==> src/rtl/ifu_pkg.sv <==
// Shared definitions for the instruction fetch unit: widths, reset PC and
// FSM state encodings.
package ifu_pkg;

    localparam int unsigned XLEN   = 32;
    localparam int unsigned INST_W = 32;

    localparam logic [XLEN-1:0] DEFAULT_RESET_PC = 32'h8000_0000;

    typedef logic [1:0] state_t;

    localparam state_t ST_REQ  = 2'd0;  // issuing a request for fetch_pc
    localparam state_t ST_WAIT = 2'd1;  // granted, awaiting the response
    localparam state_t ST_HOLD = 2'd2;  // instruction buffered for the core
    localparam state_t ST_DROP = 2'd3;  // flushing a stale response

    function automatic logic is_aligned(input logic [XLEN-1:0] pc);
        return pc[1:0] == 2'b00;
    endfunction

endpackage

==> src/rtl/ifu.sv <==
// Instruction fetch unit: owns the fetch PC, runs one-outstanding req/gnt/rvalid
// fetches and holds the returned word for the core until it is consumed.
module ifu
    import ifu_pkg::*;
#(
    parameter logic [XLEN-1:0] RESET_PC = DEFAULT_RESET_PC
) (
    input  logic              clk,
    input  logic              rst,
    output logic              imem_req_o,
    output logic [XLEN-1:0]   imem_addr_o,
    input  logic              imem_gnt_i,
    input  logic              imem_rvalid_i,
    input  logic [INST_W-1:0] imem_rdata_i,
    input  logic              imem_err_i,
    output logic              inst_valid_o,
    output logic [INST_W-1:0] inst_o,
    output logic [XLEN-1:0]   inst_pc_o,
    output logic              inst_err_o,
    input  logic              inst_ready_i,
    input  logic              redirect_i,
    input  logic [XLEN-1:0]   redirect_pc_i
);

    state_t              state_q,    state_d;
    logic [XLEN-1:0]     fetch_pc_q, fetch_pc_d;
    logic [INST_W-1:0]   inst_q,     inst_d;
    logic [XLEN-1:0]     inst_pc_q,  inst_pc_d;
    logic                inst_err_q, inst_err_d;

    logic pc_aligned;
    logic granted;

    assign pc_aligned = is_aligned(fetch_pc_q);

    // A misaligned PC never reaches memory; it is reported as a fetch fault instead.
    assign imem_req_o  = !rst && (state_q == ST_REQ) && pc_aligned;
    assign imem_addr_o = rst ? RESET_PC : fetch_pc_q;
    assign granted     = imem_req_o && imem_gnt_i;

    assign inst_valid_o = (state_q == ST_HOLD);
    assign inst_o       = inst_q;
    assign inst_pc_o    = inst_pc_q;
    assign inst_err_o   = inst_err_q;

    always_comb begin
        // NOTE: every variable gets a default first so no path infers a latch.
        state_d    = state_q;
        fetch_pc_d = fetch_pc_q;
        inst_d     = inst_q;
        inst_pc_d  = inst_pc_q;
        inst_err_d = inst_err_q;

        case (state_q)
            ST_REQ: begin
                if (redirect_i) begin
                    state_d = granted ? ST_DROP : ST_REQ;
                end else if (!pc_aligned) begin
                    state_d    = ST_HOLD;
                    inst_d     = '0;
                    inst_pc_d  = fetch_pc_q;
                    inst_err_d = 1'b1;
                end else if (granted) begin
                    state_d = ST_WAIT;
                end
            end
            ST_WAIT: begin
                if (imem_rvalid_i) begin
                    if (redirect_i) begin
                        state_d = ST_REQ;
                    end else begin
                        state_d    = ST_HOLD;
                        inst_d     = imem_err_i ? '0 : imem_rdata_i;
                        inst_pc_d  = fetch_pc_q;
                        inst_err_d = imem_err_i;
                    end
                end else if (redirect_i) begin
                    state_d = ST_DROP;
                end
            end
            ST_HOLD: begin
                if (redirect_i || inst_ready_i) begin
                    state_d = ST_REQ;
                end
                if (!redirect_i && inst_ready_i) begin
                    fetch_pc_d = fetch_pc_q + XLEN'(4);
                end
            end
            ST_DROP: begin
                if (imem_rvalid_i) begin
                    state_d = ST_REQ;
                end
            end
            default: state_d = ST_REQ;
        endcase

        // A redirect always overrides the sequential next PC.
        if (redirect_i) begin
            fetch_pc_d = redirect_pc_i;
        end
    end

    // NOTE: sequential state uses non-blocking assignments so all registers
    // update together from pre-edge values.
    always_ff @(posedge clk) begin
        if (rst) begin
            state_q    <= ST_REQ;
            fetch_pc_q <= RESET_PC;
            inst_q     <= '0;
            inst_pc_q  <= RESET_PC;
            inst_err_q <= 1'b0;
        end else begin
            state_q    <= state_d;
            fetch_pc_q <= fetch_pc_d;
            inst_q     <= inst_d;
            inst_pc_q  <= inst_pc_d;
            inst_err_q <= inst_err_d;
        end
    end

endmodule
==> config.mk <==
export PLATFORM = sky130hd
export DESIGN_NAME = ifu
export DESIGN_NICKNAME = d
export VERILOG_FILES = /design/src/rtl/ifu_pkg.sv /design/src/rtl/ifu.sv
export SDC_FILE = /design/constraint.sdc
export NUM_CORES = 1
export LEC_CHECK = 0
export ABC_AREA = 1
export ABC_CLOCK_PERIOD_IN_PS = 2350
export CAP_MARGIN = 25
export CORE_MARGIN = 1
export CORE_UTILIZATION = 48
export DETAILED_ROUTE_END_ITERATION = 8
export PLACE_DENSITY = 0.85
export SLEW_MARGIN = 20
export SYNTH_ARGS = -nofsm -noshare
export SYNTH_HDL_FRONTEND = slang
export SYNTH_SLANG_ARGS = --single-unit
==> constraint.sdc <==
create_clock -name clk -period 2.35 [get_ports clk]
set_input_delay 0.47 -clock clk [delete_from_list [all_inputs] [get_ports clk]]
set_output_delay 0.47 -clock clk [all_outputs]
set_load 0.05 [all_outputs]
# Yosys cells after proc, flatten, opt, wreduce, memory -nomap -nowiden
# Index checks and enable logic that the tools add are counted.
# totals
out_inout_bits,99
reg_bits,99
inputBits,71
word_cells,62
# classes
n_eq_ne,11
reduce_logical,15
add_sub_neg,1
n_mux,30
# ops
op,n
$mux W32,13
$pmux W32 S2,2
$add A32 B3 Y32 const B,1
$mux W2,9
$ne A2 B2 Y1 const B,5
$pmux W2 S4,1
$reduce_bool A2 Y1,3
$reduce_and A5 Y1,1
$eq A2 B2 Y1 const B,2
$logic_and A1 B1 Y1,4
$logic_not A2 Y1,2
$mux W1,4
$ne A4 B4 Y1 const B,1
$reduce_and A4 Y1,1
$ne A3 B3 Y1 const B,1
$eq A2 B1 Y1 const B,1
$logic_not A1 Y1,2
$ne A2 B1 Y1 const B,1
$pmux W1 S2,1
$reduce_and A2 Y1,1
$logic_or A1 B1 Y1,1

# Depth between registers and ports, before layout
# depth
word_depth,8
depth_mapped,10
depth_no_buf,10

# Least setup slack after synthesis
# Ideal clock, no wire load.
# synth_path
kind,input -> output
from,input rst
to,output imem_addr_o[29]
setup_slack_ps,321
arrival_time_ps,1559
path_stages,3
n_path_buf,2
cell_sequence,clkbuf_1 -> buf_1 -> nor2_1
# synth_between
elab_chain_cells,1
# synth_rtl
item,line_no,text
"start, declared",ifu.sv:9,"input logic rst,"
$mux W32,ifu.sv:38,assign imem_addr_o = rst ? RESET_PC : fetch_pc_q;
"end, declared",ifu.sv:11,"output logic [XLEN-1:0] imem_addr_o,"
# No other way between the ends.

# Worst setup path after layout
# layout_path
from,register state_q[1]
to,output inst_valid_o
# layout_between
elab_chain_cells,1
# layout_rtl
item,line_no,text
"start, declared",ifu.sv:25,"state_t state_q, state_d;"
"start signal, assigned",ifu.sv:113,state_q <= state_d;
$eq A2 B2 Y1,ifu.sv:41,assign inst_valid_o = (state_q == ST_HOLD);
"end, declared",ifu.sv:16,"output logic inst_valid_o,"
# No other way between the ends.

==> impl_metrics.json <==
{
  "drc_errors": 0,
  "crit_required_ns": 1.88,
  "yosysWarnings": 0,
  "wl_per_cell_um": 15.7,
  "hold_end": "fetch_pc_q[0]$_SDFFE_PP0P_",
  "drive_gt1_frac": 0.0944,
  "ant_nets": 0,
  "clock_skew_ns": 0.0141,
  "syn_nets": 745,
  "hp-start": "fetch_pc_q[0]$_SDFFE_PP0P_",
  "power_density_mw_per_mm2": 697,
  "end_kind": "output port",
  "worstSetupStartpointType": "flip-flop",
  "dp_hpwl_um": 11200,
  "cap_violations": 0,
  "reg2reg_depth": 7,
  "max_freq_mhz": 481,
  "cts_sinks": 99,
  "cp_max_fo": 7,
  "synth.largest_area_cell": "dfxtp_1",
  "drv_slew": 0,
  "r2r_end": "inst_o[10]$_SDFFE_PP0P_",
  "globalplace.congestion": 0.978,
  "cts_tree": "yes",
  "clk_pin_slew_ns": 0.11,
  "synth-seq-cells": 99,
  "firstDrtPassIters": 6,
  "synth.top_cell.area_share": 0.424,
  "vdd_ir_drop_max_uv": 442,
  "clockBufferDepth": 2,
  "grt_max_degree": 62,
  "grt_util_all_layers": 0.299,
  "clk_latency_ns": 0.38,
  "io_buffer_count": 169,
  "coreArea_mm2": 0.00933,
  "synth_area_mm2": 0.00467,
  "tns_ns": 0,
  "start_util": 0.501,
  "p_leak_uw": 0.00275,
  "rsz0062_at_grt": "false",
  "drt_iter0_drc": 241,
  "cp_data_arrival_time_ns": 1.61,
  "viasPerCell": 5.29,
  "whs_path_depth": 2,
  "cts_buffers": 9,
  "setup_viol": 0,
  "max_slew.worst_pin.slew_ns": 0.579,
  "final_cell_area_mm2": 0.00700,
  "status": "complete, no violations",
  "wl_um": 15200,
  "ys_types": 37,
  "fp.dieW_um": 101,
  "grt_pass1_vias": 4830,
  "worstSetupPathType": "flip-flop to output port",
  "gr-total-overflow": 0,
  "min_period_ns": 2.08,
  "via_count": 5107,
  "io_pins": 170,
  "grt_pass1_wl_um": 23600,
  "fin_crit_sh": 0.884,
  "avgSynthCellArea_um2": 6.94,
  "hold_viol_final": 0,
  "slew_headroom": 0.613,
  "synthTopCellsByArea": "dfxtp_1 42%, nor2_1 12%, nand2_1 11%",
  "antenna_found_initial": 0,
  "syn_to_final_growth_pct": 49.8,
  "finalNetCount": 904,
  "hp-class": "flip-flop to flip-flop",
  "htree_levels": 3,
  "r2r-start": "state_q[1]$_SDFFE_PP0P_",
  "synth_seq_area_share": 0.424,
  "dpl-instance-area_mm2": 0.00678,
  "rows": 35,
  "synthCells": 673,
  "chipHeight_um": 101,
  "post_cts_buffers": 0,
  "cts-root-buf": "clkbuf_8",
  "dieArea_mm2": 0.0101,
  "r2r_setup_slack_ns": 0.47,
  "antennaDiodeCount": 0
}
## cell type report
| class | instances | area [um2] |
|---|---|---|
| clock buffers | 9 | 124 |
| flip-flops and latches | 99 | 1980 |
| repair buffers | 182 | 2140 |
| inverters | 57 | 214 |
| fillers | 735 | 2330 |
| well taps | 129 | 161 |
| multi-input cells | 483 | 2290 |
| clock inverters | 7 | 91.3 |
## synth_stat cells, drive strengths merged
library cell / instances
a211oi: 1
a21oi: 41
a22oi: 32
a31oi: 4
a32o: 2
buf: 24
clkbuf: 10
dfxtp: 99
ha: 1
inv: 57
nand2: 138
nand3: 39
nand3b: 1
nand4: 1
nor2: 151
nor3: 4
nor4: 1
o211ai: 3
o21ai: 51
o21bai: 1
o221ai: 1
or2: 1
xnor2: 1
xor2: 9
## where the power goes
group / switching (uW) / total, uW / internal, uW
clock: 722 / 1160 / 438
sequential: 125 / 1980 / 1860
combinational: 1120 / 1740 / 617
total: 1970 / 4880 / 2910
## layout by cell type (no fill, tap or decap), drive strengths merged
cell / Yosys / layout
nand3: 39 / 39
o21bai: 1 / 1
o21ai: 51 / 51
a211oi: 1 / 1
buf: 24 / 47
nor2: 151 / 151
o221ai: 1 / 1
nor3: 4 / 4
dlygate4sd2: 0 / 1
nor4: 1 / 1
nand2: 138 / 138
clkbuf: 10 / 9
xnor2: 1 / 1
nand3b: 1 / 1
clkdlybuf4s50: 0 / 134
a21oi: 41 / 41
or2: 1 / 1
clkinv: 0 / 3
a22oi: 32 / 32
o211ai: 3 / 3
xor2: 9 / 9
ha: 1 / 1
dfxtp: 99 / 99
inv: 57 / 61
a31oi: 4 / 4
nand4: 1 / 1
a32o: 2 / 2
## worst max-delay path, stage by stage, from the launching register on
cell	delay [ns]
dfxtp_1	0.48
nand2_1	0.13
inv_1	0.09
dlygate4sd2_1	0.53
## metal layers
metal	global-route usage	part of all wire
met1	0.352	0.40
met2	0.533	0.50
met3	0.0458	0.067
met4	0.144	0.038
met5	0	0
## how the worst max path moves through the flow
stage | startpoint | end | slack, ns | cells past startpoint
floorplan | rst | imem_addr_o[29] | 0.32 | 3
global placement | imem_rvalid_i | inst_o[8]$_SDFFE_PP0P_ | 0.12 | 8
detailed placement | imem_rvalid_i | inst_o[27]$_SDFFE_PP0P_ | -0.05 | 8
CTS | inst_o[1]$_SDFFE_PP0P_ | inst_o[1] | 0.27 | 1
global route | state_q[1]$_SDFFE_PP0P_ | inst_valid_o | 0.14 | 3
finish | state_q[1]$_SDFFE_PP0P_ | inst_valid_o | 0.27 | 3
## what timing repair did
| item | 4_1_cts | 5_1_grt |
|---|---|---|
| endpoints found under the setup margin | 1 | 0 |
| resized for setup | 1 | 0 |
| hold buffers | 0 | 0 |
## flip-flops by register name, indices dropped and copies added, names as in the netlist
| name | count |
|---|---|
| fetch_pc_q | 32 |
| inst_o | 32 |
| state_q | 2 |
| inst_err_o | 1 |
| inst_pc_o | 32 |
## through the flow
step	util	worst slack (ns)	std cells	hold WS, ns	total power [uW]
floorplan	-	0.321	673	0.445	3070
global placement	0.727	0.116	950	0.460	3700
detailed placement	0.727	-0.0549	950	0.466	3750
CTS	0.750	0.269	966	0.483	4890
global route	0.750	0.141	966	0.519	5090
finish	0.750	0.272	966	0.479	4880
## cells by family (layout without fill, tap and decap cells)
| group | after synthesis | in the layout | share of synthesized area |
|---|---|---|---|
| AOI/OAI and AO/OA | 136 | 136 | 0.173 |
| xor gates and xnor gates | 10 | 10 | 0.0188 |
| adders and majority gates | 1 | 1 | 0.00268 |
| buffers and inverters | 91 | 255 | 0.0860 |
| DFF | 99 | 99 | 0.424 |
| and+or+nand+nor | 336 | 336 | 0.295 |
(Power assumes the default switching activity.)
